`src/rtl/topo_pkg.sv`:
```
// topo_pkg: shared definitions for the whack-a-mole playfield.
//   cell_state_t : per-cell state encoding (EMPTY/UP/STRUCK)
//   RGB_*        : 3-bit cell colours {R,G,B}
//   idx_width()  : clog2 with a minimum of one bit
package topo_pkg;

  typedef enum logic [1:0] {
    EMPTY  = 2'd0,
    UP     = 2'd1,
    STRUCK = 2'd2
  } cell_state_t;

  localparam logic [2:0] RGB_VERDE    = 3'b010;
  localparam logic [2:0] RGB_AZUL     = 3'b001;
  localparam logic [2:0] RGB_AMARILLO = 3'b110;
  localparam logic [2:0] RGB_ROJO     = 3'b100;

  function automatic int unsigned idx_width(input int unsigned n);
    return (n > 1) ? $clog2(n) : 1;
  endfunction

endpackage

```
`src/rtl/topo_grid_if.sv`:
```
// topo_grid_if: game-side signal bundle of the playfield.
//   master : game controller / stimulus (drives TICK, spawn, moves, GOLPE)
//   slave  : topo_grid (drives HIT, MISS, SCORE, MISSES, CURSOR, ACTIVE, RGB)
interface topo_grid_if
  import topo_pkg::*;
#(
  parameter int unsigned ROWS    = 3,
  parameter int unsigned COLS    = 3,
  parameter int unsigned LIFE_W  = 8,
  parameter int unsigned SCORE_W = 8
);
  localparam int unsigned N     = ROWS * COLS;
  localparam int unsigned IDX_W = idx_width(N);

  logic               TICK;
  logic               PONER_TOPO;
  logic [IDX_W-1:0]   TOPO_IDX;
  logic [LIFE_W-1:0]  TOPO_LIFE;
  logic               MOVE_UP;
  logic               MOVE_DOWN;
  logic               MOVE_LEFT;
  logic               MOVE_RIGHT;
  logic               GOLPE;
  logic               HIT;
  logic               MISS;
  logic [SCORE_W-1:0] SCORE;
  logic [SCORE_W-1:0] MISSES;
  logic [IDX_W-1:0]   CURSOR;
  logic [N-1:0]       ACTIVE;
  logic [3*N-1:0]     RGB;

  modport master (
    output TICK, PONER_TOPO, TOPO_IDX, TOPO_LIFE,
           MOVE_UP, MOVE_DOWN, MOVE_LEFT, MOVE_RIGHT, GOLPE,
    input  HIT, MISS, SCORE, MISSES, CURSOR, ACTIVE, RGB
  );

  modport slave (
    input  TICK, PONER_TOPO, TOPO_IDX, TOPO_LIFE,
           MOVE_UP, MOVE_DOWN, MOVE_LEFT, MOVE_RIGHT, GOLPE,
    output HIT, MISS, SCORE, MISSES, CURSOR, ACTIVE, RGB
  );

endinterface

```
`src/rtl/topo_cell.sv`:
```
// topo_cell: one mole cell -- EMPTY/UP/STRUCK state machine, lifetime/flash
// counter and colour mux.
//   clk, rst_n : clock, async active-low reset
//   tick       : game-time enable for the counter
//   spawn      : spawn request addressed to this cell
//   life       : lifetime loaded on spawn (0 is treated as 1)
//   strike     : GOLPE with the cursor on this cell
//   selected   : cursor is on this cell (colour only)
//   active     : cell is UP
//   hit        : strike lands this cycle (combinational)
//   expire     : mole times out unstruck this cycle (combinational)
//   rgb        : cell colour
module topo_cell
  import topo_pkg::*;
#(
  parameter int unsigned LIFE_W      = 8,
  parameter int unsigned FLASH_TICKS = 4
) (
  input  logic              clk,
  input  logic              rst_n,
  input  logic              tick,
  input  logic              spawn,
  input  logic [LIFE_W-1:0] life,
  input  logic              strike,
  input  logic              selected,
  output logic              active,
  output logic              hit,
  output logic              expire,
  output logic [2:0]        rgb
);

  localparam logic [LIFE_W-1:0] CNT_ONE   = LIFE_W'(1);
  localparam logic [LIFE_W-1:0] CNT_FLASH = LIFE_W'(FLASH_TICKS);

  cell_state_t       state_q, state_d;
  logic [LIFE_W-1:0] cnt_q, cnt_d;

  always_ff @(posedge clk or negedge rst_n) begin
    if (!rst_n) begin
      state_q <= EMPTY;
      cnt_q   <= '0;
    end else begin
      state_q <= state_d;
      cnt_q   <= cnt_d;
    end
  end

  always_comb begin
    state_d = state_q;
    cnt_d   = cnt_q;
    hit     = 1'b0;
    expire  = 1'b0;
    case (state_q)
      EMPTY: begin
        if (spawn) begin
          state_d = UP;
          cnt_d   = (life == '0) ? CNT_ONE : life;
        end
      end
      UP: begin
        // a strike on the expiry cycle counts as a hit
        if (strike) begin
          state_d = STRUCK;
          cnt_d   = CNT_FLASH;
          hit     = 1'b1;
        end else if (tick) begin
          if (cnt_q == CNT_ONE) begin
            state_d = EMPTY;
            cnt_d   = '0;
            expire  = 1'b1;
          end else begin
            cnt_d = cnt_q - CNT_ONE;
          end
        end
      end
      STRUCK: begin
        if (tick) begin
          if (cnt_q == CNT_ONE) begin
            state_d = EMPTY;
            cnt_d   = '0;
          end else begin
            cnt_d = cnt_q - CNT_ONE;
          end
        end
      end
      default: begin
        state_d = EMPTY;
        cnt_d   = '0;
      end
    endcase
  end

  assign active = (state_q == UP);

  always_comb begin
    rgb = RGB_VERDE;
    if (selected) begin
      rgb = RGB_AZUL;
    end else begin
      case (state_q)
        STRUCK:  rgb = RGB_ROJO;
        UP:      rgb = RGB_AMARILLO;
        default: rgb = RGB_VERDE;
      endcase
    end
  end

endmodule

```
`src/rtl/topo_grid.sv`:
```
// topo_grid: ROWS x COLS whack-a-mole playfield. Owns the cursor, the
// registered HIT/MISS pulses and the saturating SCORE/MISSES counters;
// instantiates one topo_cell per grid position.
//   Clock : system clock, rising edge
//   reset : asynchronous active-low reset
//   bus   : topo_grid_if.slave (game inputs in, status/colours out)
// Optional: define TOPO_CURSOR_WRAP_EN for toroidal cursor wrap at the grid
// edges; otherwise the cursor saturates at the edges.
module topo_grid
  import topo_pkg::*;
#(
  parameter int unsigned ROWS        = 3,
  parameter int unsigned COLS        = 3,
  parameter int unsigned LIFE_W      = 8,
  parameter int unsigned FLASH_TICKS = 4,
  parameter int unsigned SCORE_W     = 8
) (
  input  logic       Clock,
  input  logic       reset,
  topo_grid_if.slave bus
);

  localparam int unsigned N     = ROWS * COLS;
  localparam int unsigned IDX_W = idx_width(N);
  localparam int unsigned ROW_W = idx_width(ROWS);
  localparam int unsigned COL_W = idx_width(COLS);
  localparam int unsigned CNT_W = idx_width(N + 1);
  localparam int unsigned SUM_W = SCORE_W + CNT_W;

  localparam logic [ROW_W-1:0]   ROW_LAST  = ROW_W'(ROWS - 1);
  localparam logic [COL_W-1:0]   COL_LAST  = COL_W'(COLS - 1);
  localparam logic [SCORE_W-1:0] SCORE_MAX = '1;

  logic [ROW_W-1:0]   row_q, row_d;
  logic [COL_W-1:0]   col_q, col_d;
  logic [IDX_W-1:0]   cursor;
  logic               hit_q, hit_d;
  logic               miss_q, miss_d;
  logic [SCORE_W-1:0] score_q, score_d;
  logic [SCORE_W-1:0] misses_q, misses_d;
  logic [CNT_W-1:0]   n_exp;
  logic [SUM_W-1:0]   misses_sum;

  logic [N-1:0]       hit_vec, exp_vec, active_vec;
  logic [3*N-1:0]     rgb_vec;

  assign cursor = IDX_W'(int'(row_q) * COLS + int'(col_q));

  for (genvar i = 0; i < N; i++) begin : g_cell
    topo_cell #(
      .LIFE_W      (LIFE_W),
      .FLASH_TICKS (FLASH_TICKS)
    ) u_cell (
      .clk      (Clock),
      .rst_n    (reset),
      .tick     (bus.TICK),
      .spawn    (bus.PONER_TOPO && (bus.TOPO_IDX == IDX_W'(i))),
      .life     (bus.TOPO_LIFE),
      .strike   (bus.GOLPE && (cursor == IDX_W'(i))),
      .selected (cursor == IDX_W'(i)),
      .active   (active_vec[i]),
      .hit      (hit_vec[i]),
      .expire   (exp_vec[i]),
      .rgb      (rgb_vec[3*i +: 3])
    );
  end

  always_ff @(posedge Clock or negedge reset) begin
    if (!reset) begin
      row_q    <= '0;
      col_q    <= '0;
      hit_q    <= 1'b0;
      miss_q   <= 1'b0;
      score_q  <= '0;
      misses_q <= '0;
    end else begin
      row_q    <= row_d;
      col_q    <= col_d;
      hit_q    <= hit_d;
      miss_q   <= miss_d;
      score_q  <= score_d;
      misses_q <= misses_d;
    end
  end

  // Cursor: one move per cycle, UP > DOWN > LEFT > RIGHT. A blocked move at
  // an edge is dropped rather than falling through to a lower priority one.
  always_comb begin
    row_d = row_q;
    col_d = col_q;
    if (bus.MOVE_UP) begin
      if (row_q != '0) row_d = row_q - ROW_W'(1);
`ifdef TOPO_CURSOR_WRAP_EN
      else row_d = ROW_LAST;
`endif
    end else if (bus.MOVE_DOWN) begin
      if (row_q != ROW_LAST) row_d = row_q + ROW_W'(1);
`ifdef TOPO_CURSOR_WRAP_EN
      else row_d = '0;
`endif
    end else if (bus.MOVE_LEFT) begin
      if (col_q != '0) col_d = col_q - COL_W'(1);
`ifdef TOPO_CURSOR_WRAP_EN
      else col_d = COL_LAST;
`endif
    end else if (bus.MOVE_RIGHT) begin
      if (col_q != COL_LAST) col_d = col_q + COL_W'(1);
`ifdef TOPO_CURSOR_WRAP_EN
      else col_d = '0;
`endif
    end
  end

  // Several cells may expire together: MISS pulses once, MISSES adds them all.
  always_comb begin
    n_exp = '0;
    for (int unsigned k = 0; k < N; k++) begin
      n_exp = n_exp + CNT_W'(exp_vec[k]);
    end
    hit_d      = |hit_vec;
    miss_d     = |exp_vec;
    misses_sum = SUM_W'(misses_q) + SUM_W'(n_exp);
    misses_d   = (misses_sum > SUM_W'(SCORE_MAX)) ? SCORE_MAX : misses_sum[SCORE_W-1:0];
    score_d    = (hit_d && (score_q != SCORE_MAX)) ? score_q + SCORE_W'(1) : score_q;
  end

  assign bus.HIT    = hit_q;
  assign bus.MISS   = miss_q;
  assign bus.SCORE  = score_q;
  assign bus.MISSES = misses_q;
  assign bus.CURSOR = cursor;
  assign bus.ACTIVE = active_vec;
  assign bus.RGB    = rgb_vec;

endmodule

```
`src/flat_wrapper.sv`:
```
// flat-port wrapper written by rule: the top's interface ports become plain ports
module topo_grid_flat import topo_pkg::*;
#(
  parameter int unsigned ROWS        = 3,
  parameter int unsigned COLS        = 3,
  parameter int unsigned LIFE_W      = 8,
  parameter int unsigned FLASH_TICKS = 4,
  parameter int unsigned SCORE_W     = 8
)
  (Clock, reset, bus_TICK, bus_PONER_TOPO, bus_TOPO_IDX, bus_TOPO_LIFE, bus_MOVE_UP, bus_MOVE_DOWN, bus_MOVE_LEFT, bus_MOVE_RIGHT, bus_GOLPE, bus_HIT, bus_MISS, bus_SCORE, bus_MISSES, bus_CURSOR, bus_ACTIVE, bus_RGB);
  topo_grid_if #(.ROWS(ROWS), .COLS(COLS), .LIFE_W(LIFE_W), .SCORE_W(SCORE_W)) bus_i ();
  input  logic Clock;
  input  logic reset;
  input wire logic [$bits(bus_i.TICK)-1:0] bus_TICK;
  input wire logic [$bits(bus_i.PONER_TOPO)-1:0] bus_PONER_TOPO;
  input wire logic [$bits(bus_i.TOPO_IDX)-1:0] bus_TOPO_IDX;
  input wire logic [$bits(bus_i.TOPO_LIFE)-1:0] bus_TOPO_LIFE;
  input wire logic [$bits(bus_i.MOVE_UP)-1:0] bus_MOVE_UP;
  input wire logic [$bits(bus_i.MOVE_DOWN)-1:0] bus_MOVE_DOWN;
  input wire logic [$bits(bus_i.MOVE_LEFT)-1:0] bus_MOVE_LEFT;
  input wire logic [$bits(bus_i.MOVE_RIGHT)-1:0] bus_MOVE_RIGHT;
  input wire logic [$bits(bus_i.GOLPE)-1:0] bus_GOLPE;
  output wire logic [$bits(bus_i.HIT)-1:0] bus_HIT;
  output wire logic [$bits(bus_i.MISS)-1:0] bus_MISS;
  output wire logic [$bits(bus_i.SCORE)-1:0] bus_SCORE;
  output wire logic [$bits(bus_i.MISSES)-1:0] bus_MISSES;
  output wire logic [$bits(bus_i.CURSOR)-1:0] bus_CURSOR;
  output wire logic [$bits(bus_i.ACTIVE)-1:0] bus_ACTIVE;
  output wire logic [$bits(bus_i.RGB)-1:0] bus_RGB;
  assign bus_i.TICK = bus_TICK;
  assign bus_i.PONER_TOPO = bus_PONER_TOPO;
  assign bus_i.TOPO_IDX = bus_TOPO_IDX;
  assign bus_i.TOPO_LIFE = bus_TOPO_LIFE;
  assign bus_i.MOVE_UP = bus_MOVE_UP;
  assign bus_i.MOVE_DOWN = bus_MOVE_DOWN;
  assign bus_i.MOVE_LEFT = bus_MOVE_LEFT;
  assign bus_i.MOVE_RIGHT = bus_MOVE_RIGHT;
  assign bus_i.GOLPE = bus_GOLPE;
  assign bus_HIT = bus_i.HIT;
  assign bus_MISS = bus_i.MISS;
  assign bus_SCORE = bus_i.SCORE;
  assign bus_MISSES = bus_i.MISSES;
  assign bus_CURSOR = bus_i.CURSOR;
  assign bus_ACTIVE = bus_i.ACTIVE;
  assign bus_RGB = bus_i.RGB;
  topo_grid #(.ROWS(ROWS), .COLS(COLS), .LIFE_W(LIFE_W), .FLASH_TICKS(FLASH_TICKS), .SCORE_W(SCORE_W)) u_core (.Clock(Clock), .reset(reset), .bus(bus_i));
endmodule
```
`config.mk`:
```
export PLATFORM = sky130hd
export DESIGN_NAME = topo_grid_flat
export DESIGN_NICKNAME = d
export VERILOG_FILES = /design/src/rtl/topo_pkg.sv /design/src/rtl/topo_grid_if.sv /design/src/rtl/topo_cell.sv /design/src/rtl/topo_grid.sv /design/src/flat_wrapper.sv
export SDC_FILE = /design/constraint.sdc
export NUM_CORES = 1
export LEC_CHECK = 0
export CAP_MARGIN = 10
export CORE_MARGIN = 8
export CORE_UTILIZATION = 60
export CTS_BUF_LIST = sky130_fd_sc_hd__clkbuf_4 sky130_fd_sc_hd__clkbuf_8 sky130_fd_sc_hd__clkbuf_16
export CTS_CLUSTER_SIZE = 30
export DETAILED_ROUTE_END_ITERATION = 7
export DONT_BUFFER_PORTS = 1
export PLACE_DENSITY = 0.76
export SETUP_SLACK_MARGIN = 0.15
export SYNTH_ARGS = -nofsm -noshare
export SYNTH_HDL_FRONTEND = slang
export SYNTH_SLANG_ARGS = --single-unit
```
`constraint.sdc`:
```
create_clock -name Clock -period 13 [get_ports Clock]
set_input_delay 1.95 -clock Clock [delete_from_list [all_inputs] [get_ports Clock]]
set_output_delay 1.95 -clock Clock [all_outputs]
set_load 0.1 [all_outputs]
```
==> insert_results.sql <==
INSERT INTO impl_metrics (metric_group, metric, value, unit) VALUES
('clock_network', 'clock_tree.buffer_depth', '2', ''),
('clock_network', 'htreeDepth', '3', ''),
('timing', 'fmax', '135', 'MHz'),
('timing', 'rsz0062_at_grt', 'false', ''),
('placement', 'dp_cells', '1168', ''),
('timing', 'final.period_utilization', '56.9', '%'),
('synthesis', 'yosys.area.top_type', 'sky130_fd_sc_hd__dfrtp_1', ''),
('global_routing', 'grt_start_max_net_pins', '113', ''),
('timing', 'worst_max_slew_pin_slew', '1150', 'ps'),
('cells_and_area', 'final-instance-count-excl-fill', '1184', ''),
('setup_path', 'reg2reg_setup_slack', '5600', 'ps'),
('routing', 'drcViolationCount', '0', ''),
('routing', 'route.detailed.wl_per_inst', '20.1', 'um'),
('placement', 'dp_hpwl', '17.3', 'mm'),
('synthesis', 'ys_ff_latch', '112', ''),
('synthesis', 'yosysWarnings', '0', ''),
('setup_path', 'critical_path_arrival', '7660', 'ps'),
('synthesis', 'count_of_flip_flops_with_a_built_in_enable_after_synthesis', '0', ''),
('cells_and_area', 'final_layout_size_suffix_gt1_share', '9.20', '%'),
('global_routing', 'global_route.usage.total', '25.7', '%'),
('routing', 'drtIter0Drc', '794', ''),
('floorplan', 'initial_utilization', '60.8', '%'),
('synthesis', 'syn-instance-count', '1023', ''),
('placement', 'place_area', '0.00895', 'mm2'),
('floorplan', 'die_width', '137', 'um'),
('synthesis', 'syn_area_per_cell', '8.54', 'um2'),
('synthesis', 'area_fraction_of_the_dominant_cell_type_after_synthesis', '32.1', '%'),
('synthesis', 'synthFlopType', 'sky130_fd_sc_hd__dfrtp_1', ''),
('setup_path', 'worst-path-max-fanout', '12', ''),
('clock_network', 'cts-buffers-inserted', '9', ''),
('setup_path', 'critical-path-top-cell-by-count', 'sky130_fd_sc_hd__fa_1', ''),
('clock_network', 'cts_hold_buffers', '0', ''),
('synthesis', 'netlist-cell-type-count', '81', ''),
('clock_network', 'clock_tree_from_tritoncts', 'built', ''),
('cells_and_area', 'layout.filler_cells', '1210', ''),
('status', 'run_status', 'finished clean', ''),
('setup_path', 'critical_path.startpoint_type', 'register', ''),
('synthesis', 'net_count_synth', '1127', ''),
('setup_path', 'max_stage_delay', '1100', 'ps'),
('timing', 'totalNegativeSetupSlack', '0', 'ps'),
('cells_and_area', 'flow.area_growth_from_synthesis', '5.87', '%'),
('floorplan', 'io-pin-count', '79', ''),
('global_routing', 'global_route.overflow_total', '0', ''),
('routing', 'first_pass_iters', '7', ''),
('timing', 'fin_skew', '7.37', 'ps'),
('timing', 'finalCriticalPeriod', '7400', 'ps'),
('floorplan', 'rows', '44', ''),
('routing', 'antenna_left', '0', ''),
('clock_network', 'cts-resized-gates', '0', ''),
('synthesis', 'synthTopCellsByArea', 'sky130_fd_sc_hd__dfrtp_1, sky130_fd_sc_hd__ha_1, sky130_fd_sc_hd__nand2_1', ''),
('global_routing', 'first_global_vias', '7284', ''),
('setup_path', 'criticalPathCategory', 'reg2reg', ''),
('cells_and_area', 'final_cell_area', '0.00925', 'mm2'),
('timing', 'hold_viol_final', '0', ''),
('cells_and_area', 'antenna-diode-count', '0', ''),
('placement', 'routabilityCongestion', '0.913', ''),
('clock_network', 'cts.clk_slew.worst_paths', '80', 'ps'),
('setup_path', 'worstPathCellList', 'inv_1 -> fa_1 -> inv_1 -> ha_1 -> fa_2 -> or3b_1 -> o21ai_0 -> nor2b_1 -> ha_1 -> inv_1 -> fa_1 -> fa_1 -> fa_1 -> inv_1 -> ha_1 -> fa_1 -> inv_1 -> fa_1 -> nor2b_1 -> o21ai_0 -> and2_1 -> nor2_1 -> mux2_2', ''),
('floorplan', 'dieArea', '0.0187', 'mm2'),
('routing', 'vias', '7790', ''),
('routing', 'routed_via_density', '6.58', ''),
('clock_network', 'tritoncts_num_sinks', '112', ''),
('synthesis', 'yosysSeqAreaShare', '32.1', '%'),
('global_routing', 'antenna_violations_before_repair', '0', ''),
('synthesis', 'ys_async_sr_fraction', '100', '%'),
('global_routing', 'wire_length_of_the_first_global_routing_pass', '37.9', 'mm'),
('min_path', 'worstHoldPathType', 'reg2reg', ''),
('synthesis', 'mapped_cell_area', '0.00873', 'mm2'),
('floorplan', 'design.core.area', '0.0144', 'mm2'),
('timing', 'worst_slew_margin_rel', '23.6', '%'),
('timing', 'final_max_slew_viol_count', '0', '');
==> critical path, delay by kind of cell (launching register included) <==
family	cells	cell delay, ps
fa+ha+maj	10	4710
simple gates	5	1170
flops	1	400
mux	1	340
buf+inv	5	340
compound gates	2	320
==> placed cells by master (no fill, tap or decap), types with 10 or more instances in the layout <==
cell,n
sky130_fd_sc_hd__a21oi_1,50
sky130_fd_sc_hd__nor4_1,15
sky130_fd_sc_hd__nor3_1,36
sky130_fd_sc_hd__dfrtp_1,112
sky130_fd_sc_hd__ha_1,75
sky130_fd_sc_hd__or3_1,10
sky130_fd_sc_hd__o21ai_0,54
sky130_fd_sc_hd__nand3_1,20
sky130_fd_sc_hd__buf_4,15
sky130_fd_sc_hd__nand2_1,91
sky130_fd_sc_hd__inv_1,87
sky130_fd_sc_hd__nor2b_1,19
sky130_fd_sc_hd__nor3b_1,12
sky130_fd_sc_hd__a22o_1,15
sky130_fd_sc_hd__o22ai_1,28
sky130_fd_sc_hd__nor2_1,61
sky130_fd_sc_hd__nor2_2,14
sky130_fd_sc_hd__o31ai_1,20
sky130_fd_sc_hd__clkbuf_16,13
sky130_fd_sc_hd__nand2b_1,17
sky130_fd_sc_hd__a22oi_1,17
==> area by class of cell <==
| class | count | area (um2) | share of cell area (%) |
|---|---|---|---|
| tap | 184 | 230 | 2.49 |
| multi-input combinational | 766 | 5380 | 58.2 |
| clock buffer | 9 | 225 | 2.44 |
| timing repair buffer | 19 | 213 | 2.30 |
| clock inverter | 7 | 72.6 | 0.785 |
| inverter | 87 | 327 | 3.53 |
| sequential | 112 | 2800 | 30.3 |
==> kinds of logic (layout without fill, tap and decap cells) <==
logic type | Yosys count | in the layout | share of synthesized area [%]
buf+inv | 145 | 122 | 7.26
flops | 112 | 112 | 32.1
compound gates | 283 | 283 | 22.4
simple gates | 370 | 370 | 22.3
mux | 14 | 14 | 1.73
xor+xnor | 16 | 16 | 1.60
fa+ha+maj | 83 | 83 | 12.6
==> per-layer routing <==
layer | part of all wire [%] | vias up | track usage (%)
met5 | 0 | - | 0
met4 | 2.8 | 0 | 9.52
met3 | 11 | 46 | 9.14
met2 | 44 | 305 | 37.9
met1 | 43 | 3783 | 34.0
li1 | - | 3656 | -
==> Yosys cell counts, types with 5 or more instances <==
cell type / n
sky130_fd_sc_hd__xor2_1: 7
sky130_fd_sc_hd__inv_1: 87
sky130_fd_sc_hd__or2_2: 5
sky130_fd_sc_hd__mux2i_1: 5
sky130_fd_sc_hd__and2_1: 9
sky130_fd_sc_hd__clkbuf_1: 29
sky130_fd_sc_hd__or3_1: 10
sky130_fd_sc_hd__nor2_1: 75
sky130_fd_sc_hd__nor3_1: 40
sky130_fd_sc_hd__mux2_2: 9
sky130_fd_sc_hd__nor4_1: 15
sky130_fd_sc_hd__o22ai_1: 28
sky130_fd_sc_hd__nor2b_1: 28
sky130_fd_sc_hd__o31a_1: 5
sky130_fd_sc_hd__o21a_1: 5
sky130_fd_sc_hd__o21ai_0: 54
sky130_fd_sc_hd__nand2_1: 91
sky130_fd_sc_hd__nand2b_1: 17
sky130_fd_sc_hd__ha_1: 75
sky130_fd_sc_hd__a32oi_1: 8
sky130_fd_sc_hd__a22oi_1: 17
sky130_fd_sc_hd__o41ai_1: 6
sky130_fd_sc_hd__a21o_1: 8
sky130_fd_sc_hd__dfrtp_1: 112
sky130_fd_sc_hd__nor3b_1: 12
sky130_fd_sc_hd__buf_4: 19
sky130_fd_sc_hd__nand3_1: 20
sky130_fd_sc_hd__o32ai_1: 5
sky130_fd_sc_hd__o31ai_1: 20
sky130_fd_sc_hd__xnor2_1: 9
sky130_fd_sc_hd__and3_1: 9
sky130_fd_sc_hd__fa_1: 8
sky130_fd_sc_hd__a21oi_1: 50
sky130_fd_sc_hd__a211oi_1: 5
sky130_fd_sc_hd__o221ai_1: 7
sky130_fd_sc_hd__buf_1: 5
sky130_fd_sc_hd__or4_1: 6
sky130_fd_sc_hd__a22o_1: 15
==> worst paths after layout <==
check,start,endpoint,cells past startpoint
setup / recovery,u_core.row_q[0]$_DFFE_PN0P_,u_core.bus.MISSES[6]$_DFF_PN0_,23
hold / removal,u_core.g_cell[6].u_cell.cnt_q[3]$_DFFE_PN0P_,u_core.g_cell[6].u_cell.cnt_q[3]$_DFFE_PN0P_,1
setup reg to reg,u_core.row_q[0]$_DFFE_PN0P_,u_core.bus.MISSES[6]$_DFF_PN0_,23
hold reg to reg,u_core.g_cell[6].u_cell.cnt_q[3]$_DFFE_PN0P_,u_core.g_cell[6].u_cell.cnt_q[3]$_DFFE_PN0P_,1
max in group asynchronous,reset,u_core.g_cell[4].u_cell.state_q[1]$_DFFE_PN0P_,0
min in group asynchronous,reset,u_core.g_cell[0].u_cell.state_q[1]$_DFFE_PN0P_,0
==> flip-flops by register name (all words and copies together) (netlist names) <==
| signal | count |
|---|---|
| u_core.bus.HIT | 1 |
| u_core.bus.SCORE | 8 |
| u_core.g_cell.u_cell.state_q | 18 |
| u_core.g_cell.u_cell.cnt_q | 72 |
| u_core.col_q | 2 |
| u_core.bus.MISSES | 8 |
| u_core.bus.MISS | 1 |
| u_core.row_q | 2 |
==> stage by stage <==
step	worst slack (ps)	hold WS [ps]	util, %
after floorplan	5930	457	-
after global placement	5800	481	62.3
after global routing	5210	530	64.4
final	5600	511	64.4
after CTS	5630	507	64.4
after detailed placement	5660	484	62.3
Power is not shown: default switching activity piles up to over one toggle a cycle in this logic, so the estimate is an artifact.
